**src/rtl/symbol_codec_pkg.sv**
```systemverilog
// Shared widths, the default escape code and the encoder FSM state type
// for the symbol encoder.
package symbol_codec_pkg;

  localparam int SYM_W     = 16;
  localparam int CODE_W    = 8;
  localparam int TBL_DEPTH = 1 << CODE_W;

  localparam logic [CODE_W-1:0] ESC_CODE_DEFAULT = 8'hFF;

  typedef enum logic [2:0] {
    IDLE      = 3'd0,
    SEARCH    = 3'd1,
    EMIT_CODE = 3'd2,
    EMIT_ESC  = 3'd3,
    EMIT_HI   = 3'd4,
    EMIT_LO   = 3'd5
  } enc_state_t;

endpackage

```
**src/rtl/symbol_table.sv**
```systemverilog
// Code -> symbol table: block-RAM style data array with registered read,
// plus a per-entry valid vector that is cleared by reset.
module symbol_table
  import symbol_codec_pkg::*;
(
  input  logic              clk,
  input  logic              reset,
  input  logic              wr_en,
  input  logic [CODE_W-1:0] wr_addr,
  input  logic [SYM_W-1:0]  wr_data,
  input  logic [CODE_W-1:0] rd_addr,
  output logic [SYM_W-1:0]  rd_data,
  output logic              rd_valid
);

  logic [SYM_W-1:0]     mem [TBL_DEPTH];
  logic [TBL_DEPTH-1:0] valid_bits_reg;
  logic [TBL_DEPTH-1:0] valid_set;
  logic [SYM_W-1:0]     rd_data_reg;
  logic                 rd_valid_reg;

  // Data array carries no reset so it maps onto block RAM.
  always_ff @(posedge clk) begin
    if (wr_en) begin
      mem[wr_addr] <= wr_data;
    end
    rd_data_reg <= mem[rd_addr];
  end

  generate
    for (genvar gi = 0; gi < TBL_DEPTH; gi++) begin : g_valid_set
      assign valid_set[gi] = wr_en && (wr_addr == CODE_W'(gi));
    end
  endgenerate

  always_ff @(posedge clk) begin
    if (reset) begin
      valid_bits_reg <= '0;
      rd_valid_reg   <= 1'b0;
    end else begin
      valid_bits_reg <= valid_bits_reg | valid_set;
      rd_valid_reg   <= valid_bits_reg[rd_addr];
    end
  end

  assign rd_data  = rd_data_reg;
  assign rd_valid = rd_valid_reg;

endmodule

```
**src/rtl/symbol_encoder.sv**
```systemverilog
// Symbol encoder: linear table search emitting a one-byte code or an escape
// sequence. Optional last-hit cache enabled by SYMENC_LAST_HIT_CACHE_EN.
module symbol_encoder
  import symbol_codec_pkg::*;
#(
  parameter logic [CODE_W-1:0] ESC_CODE = ESC_CODE_DEFAULT
) (
  input  logic              clk,
  input  logic              reset,
  input  logic              sym_valid,
  output logic              sym_ready,
  input  logic [SYM_W-1:0]  sym_data,
  output logic              code_valid,
  input  logic              code_ready,
  output logic [CODE_W-1:0] code_data,
  output logic              code_last,
  input  logic              tbl_wr_en,
  input  logic [CODE_W-1:0] tbl_wr_addr,
  input  logic [SYM_W-1:0]  tbl_wr_data,
  output logic              tbl_wr_ack,
  output logic              busy
);

  localparam logic [CODE_W-1:0] LAST_IDX = ESC_CODE - CODE_W'(1);

  enc_state_t        state_reg;
  logic [SYM_W-1:0]  sym_reg;
  logic [CODE_W-1:0] idx_reg;
  logic              primed_reg;
  logic              code_valid_reg;
  logic [CODE_W-1:0] code_data_reg;
  logic              code_last_reg;
  logic              ack_reg;

  logic              wr_take;
  logic              accept;
  logic [SYM_W-1:0]  tbl_rd_data;
  logic              tbl_rd_valid;
  logic [CODE_W-1:0] cmp_idx;
  logic              hit;
  logic              cache_hit;
  logic [CODE_W-1:0] cache_code;

  assign wr_take = tbl_wr_en && !reset && (state_reg == IDLE) && (tbl_wr_addr != ESC_CODE);
  assign accept  = sym_valid && sym_ready;

  symbol_table u_table (
    .clk      (clk),
    .reset    (reset),
    .wr_en    (wr_take),
    .wr_addr  (tbl_wr_addr),
    .wr_data  (tbl_wr_data),
    .rd_addr  (idx_reg),
    .rd_data  (tbl_rd_data),
    .rd_valid (tbl_rd_valid)
  );

  // Read data lags the address by one cycle, so the entry under test is idx-1.
  assign cmp_idx = idx_reg - CODE_W'(1);
  assign hit     = tbl_rd_valid && (tbl_rd_data == sym_reg);

`ifdef SYMENC_LAST_HIT_CACHE_EN
  logic [SYM_W-1:0]  cache_sym_reg;
  logic [CODE_W-1:0] cache_code_reg;
  logic              cache_valid_reg;

  // A write in the acceptance cycle may add a lower-index match, so it bypasses the cache.
  assign cache_hit  = cache_valid_reg && !wr_take && (cache_sym_reg == sym_data);
  assign cache_code = cache_code_reg;

  always_ff @(posedge clk) begin
    if (reset) begin
      cache_valid_reg <= 1'b0;
      cache_sym_reg   <= '0;
      cache_code_reg  <= '0;
    end else if (wr_take) begin
      cache_valid_reg <= 1'b0;
    end else if ((state_reg == SEARCH) && primed_reg && hit) begin
      cache_valid_reg <= 1'b1;
      cache_sym_reg   <= sym_reg;
      cache_code_reg  <= cmp_idx;
    end
  end
`else
  assign cache_hit  = 1'b0;
  assign cache_code = '0;
`endif

  always_ff @(posedge clk) begin
    if (reset) begin
      state_reg      <= IDLE;
      sym_reg        <= '0;
      idx_reg        <= '0;
      primed_reg     <= 1'b0;
      code_valid_reg <= 1'b0;
      code_data_reg  <= '0;
      code_last_reg  <= 1'b0;
      ack_reg        <= 1'b0;
    end else begin
      ack_reg <= wr_take;
      case (state_reg)
        IDLE: begin
          if (accept) begin
            sym_reg    <= sym_data;
            idx_reg    <= '0;
            primed_reg <= 1'b0;
            if (cache_hit) begin
              state_reg      <= EMIT_CODE;
              code_valid_reg <= 1'b1;
              code_data_reg  <= cache_code;
              code_last_reg  <= 1'b1;
            end else begin
              state_reg <= SEARCH;
            end
          end
        end
        SEARCH: begin
          primed_reg <= 1'b1;
          idx_reg    <= idx_reg + CODE_W'(1);
          if (primed_reg) begin
            if (hit) begin
              state_reg      <= EMIT_CODE;
              code_valid_reg <= 1'b1;
              code_data_reg  <= cmp_idx;
              code_last_reg  <= 1'b1;
            end else if (cmp_idx == LAST_IDX) begin
              state_reg      <= EMIT_ESC;
              code_valid_reg <= 1'b1;
              code_data_reg  <= ESC_CODE;
              code_last_reg  <= 1'b0;
            end
          end
        end
        EMIT_CODE: begin
          if (code_ready) begin
            state_reg      <= IDLE;
            code_valid_reg <= 1'b0;
            code_last_reg  <= 1'b0;
          end
        end
        EMIT_ESC: begin
          if (code_ready) begin
            state_reg     <= EMIT_HI;
            code_data_reg <= sym_reg[SYM_W-1:CODE_W];
          end
        end
        EMIT_HI: begin
          if (code_ready) begin
            state_reg     <= EMIT_LO;
            code_data_reg <= sym_reg[CODE_W-1:0];
            code_last_reg <= 1'b1;
          end
        end
        EMIT_LO: begin
          if (code_ready) begin
            state_reg      <= IDLE;
            code_valid_reg <= 1'b0;
            code_last_reg  <= 1'b0;
          end
        end
        default: begin
          state_reg      <= IDLE;
          code_valid_reg <= 1'b0;
          code_last_reg  <= 1'b0;
        end
      endcase
    end
  end

  assign sym_ready  = (state_reg == IDLE) && !reset;
  assign busy       = (state_reg != IDLE);
  assign code_valid = code_valid_reg;
  assign code_data  = code_data_reg;
  assign code_last  = code_last_reg;
  assign tbl_wr_ack = ack_reg;

endmodule

```
**config.mk**
```make
export PLATFORM = sky130hd
export DESIGN_NAME = symbol_encoder
export DESIGN_NICKNAME = d
export VERILOG_FILES = /design/src/rtl/symbol_codec_pkg.sv /design/src/rtl/symbol_table.sv /design/src/rtl/symbol_encoder.sv
export SDC_FILE = /design/constraint.sdc
export NUM_CORES = 2
export LEC_CHECK = 0
export ABC_AREA = 1
export BUFFER_PORTS_ARGS = -buffer_cell sky130_fd_sc_hd__buf_2
export CAP_MARGIN = 5
export CORE_MARGIN = 4
export CORE_UTILIZATION = 55
export CTS_CLUSTER_SIZE = 20
export DETAILED_ROUTE_END_ITERATION = 10
export PLACE_DENSITY_LB_ADDON = 0.12
export SYNTH_ARGS = -nofsm -noshare
export SYNTH_HDL_FRONTEND = slang
export SYNTH_SLANG_ARGS = --single-unit
```
**constraint.sdc**
```tcl
create_clock -name clk -period 2.55 [get_ports clk]
set_input_delay 0.51 -clock clk [delete_from_list [all_inputs] [get_ports clk]]
set_output_delay 0.51 -clock clk [all_outputs]
set_load 0.01 [all_outputs]
```
==> out/results.ini <==
[sta]
slew_viol_final=0
tightest_slew_ns=1.05
worst_hold_slack_ns=0.0347
finalSetupViolCount=30
fmax_mhz=351
rsz0062_at_grt=true
timing.final.crit_period_ns=2.85
fin_ws_ns=-0.299
period_share_pct=112
fin_skew_ns=0.0533
hold_viol_final=0
slew_headroom_pct=30.1

[global_routing]
grtUsageTotal_pct=34.0
grt_pass1_wl_mm=813
grt_max_degree=141
overflow=0
grt_pass1_vias=117000
antenna_found_initial=25

[worst_setup_path]
crit_family=simple AND/OR/NAND/NOR gates
ff2ff_path_depth=12
critPathMaxStageDelay_ns=0.49
crit_type=flip-flop to flip-flop
r2r-start=idx_reg[0]
crit_top_cell=buf_4
start_kind=flip-flop
rrSetupSlack_ns=-0.30
critPathArrivalTime_ns=3.71
cp_max_fo=25
reg2reg_to=u_table.rd_data[13]
timing.critical_path.buf_inv=4
worstSetupEndpointType=flip-flop
slowest_stage=dfxtp_4
crit_chain=inv_16 -> buf_4 -> buf_4 -> buf_4 -> o21ai_0 -> o22ai_1 -> o211ai_1 -> nand3_1 -> nand2_2 -> nand3_4 -> nand3_4 -> nand2_4
worstPathRequired_ns=3.41

[clock_network]
root_buffer=clkbuf_16
path_clk_slew_ns=0.06
cts.sinks=4408
clockBufferDepth=4
cts_tree=done
clk_latency_ns=1.00
htree_levels=5
cts_made_buffers=441

[detailed_routing]
wl_per_cell_um=28.7
drt-initial-drc-count=19600
drc=0
via_count=125000
drt_first_pass_iters=6
viasPerCell=6.25
wirelength_mm=574
ant_nets=0

[logic_synthesis]
synth-adder-area-share_pct=0.0143
synthArstFlopShare_pct=0
syn_area_mm2=0.175
yosys_warnings=0
synth_compound_gate_area_share_pct=10.7
syn_area_per_cell_um2=12.1
synth_cells=14400
yosys-top-cells-area=edfxtp_1 70%, nor2_1 7.7%, o21ai_0 5.9%
synth_edf_count=4096
synth_xor_area_share_pct=0.0650
synth.area.mux_share_pct=0.00571
yosys.area_share.simple_pct=12.2
synth_cell_types=42
synth_ff_type=edfxtp_1
ys_ff_latch=4408
yosysSeqAreaShare_pct=73.7
synth_top_family_by_area=simple AND/OR/NAND/NOR gates
yosys.area.top_type=edfxtp_1
synth_top_area_share_pct=70.2

[power_and_ir_drop]
p_sw_uw=54100
seqPwrFrac_pct=42.7
internal_power_uw=132000
clkPwrFrac_pct=35.4
power.density_mw_per_mm2=877
p_leak_uw=0.0725
worst_ir_drop_vdd_mv=0.662
netSwitchingFraction_pct=29.0
p_comb_share_pct=21.9

[final_layout]
layout_common_cells=4,096 x edfxtp_1, 3,430 x nor2_1, 2,019 x o21ai_0, 1,022 x nand2_1, 787 x buf_4
area_delta_synth_final_pct=21.3
largest_reg_flops=4096
final_net_count=15500
layout_commonest_cell=edfxtp_1
post_route_cells_drive_above_1_share_pct=17.1

[worst_hold_path]
worstHoldEndpoint=u_table.mem[0][7]
worstHoldStart=tbl_wr_data[7]
hold_class=input port to flip-flop
min_path_cells=1

[run_status]
failed_checks=negative setup slack
status=finished, violations left

[floorplanning]
die_w_um=573
die_area_mm2=0.328
initial_utilization_pct=55.2
io_pins=58
rows=207
core_area_mm2=0.318
die_h_um=573

[placement]
port_buffers=57
hpwl_mm=350
place_ws_ns=-0.848
routabilityCongestion=0.936

[flow_run]
drv_cap=0

## metal layers
metal | wire, µm | global-route usage (%)
met1 | 219000 | 47.7
met2 | 258000 | 51.6
met3 | 67000 | 6.64
met4 | 30400 | 15.9
met5 | 36 | 0
## how the worst max path moves through the flow
stage,depth (start not counted),endpoint,start,slack [ns]
after floorplan,9,u_table.mem[15][0],reset,-0.08
after global placement,16,u_table.rd_data[2],idx_reg[0],-0.75
after detailed placement,16,u_table.rd_data[2],idx_reg[0],-0.85
after CTS,13,u_table.rd_data[2],idx_reg[0],-0.18
after global routing,18,u_table.rd_data[7],idx_reg[0],-0.33
final,12,u_table.rd_data[13],idx_reg[0],-0.30
## power groups by stage
stage                     logic (µW)  clock network, µW  registers, µW
after global placement         33500                  0          81100
final                          40900              66000          79600
after detailed placement       34200                  0          81100
after global routing           43600              69500          79600
after floorplan                19800                  0          80900
after CTS                      38700              66300          79600
## logic make-up after synthesis
family / after synthesis
adder cells (fa/ha/maj): 2
other: 1
flip-flops: 4408
buffers and inverters: 1216
XOR/XNOR: 13
multiplexers: 1
AND/OR/NAND/NOR: 5415
AO/OA/AOI/OAI: 3376
## cell usage after synthesis (217+ instances only)
cell / count
a21oi_1: 247
buf_2: 408
clkbuf_1: 379
dfxtp_1: 312
edfxtp_1: 4096
inv_1: 217
nand2_1: 1107
nand3_1: 654
nor2_1: 3597
o211ai_1: 494
o21ai_0: 2078
o22ai_1: 394
## area by class of cell
| cell class | instances | area (µm²) |
|---|---|---|
| Antenna cell | 13 | 32.5 |
| Clock buffer | 582 | 12200 |
| Clock inverter | 243 | 2580 |
| Fill cell | 22400 | 105000 |
| Inverter | 227 | 900 |
| Multi-Input combinational cell | 8824 | 42700 |
| Sequential cell | 4408 | 129000 |
| Tap cell | 4180 | 5230 |
| Timing Repair Buffer | 1534 | 19800 |
## through the flow
step,power (µW),instances,TNS (ns),area (µm²),util [%]
after floorplan,101000,14400,-155.10,175000,-
after CTS,185000,20000,-9.48,211000,66.4
after global routing,193000,20000,-9.79,213000,67.0
after global placement,115000,19000,-783.98,192000,60.5
final,187000,20000,-5.77,213000,67.0
after detailed placement,115000,19000,-865.03,192000,60.5
## timing repair
action	in CTS	in global routing
hold buffers	25	0
pin swaps	112	106
buffers inserted	50	17
cloned	38	25
hold endpoints to repair	156	0
endpoints found under the setup margin	4353	3410
resized for setup	510	338
Power figures use the tool's default switching activity.
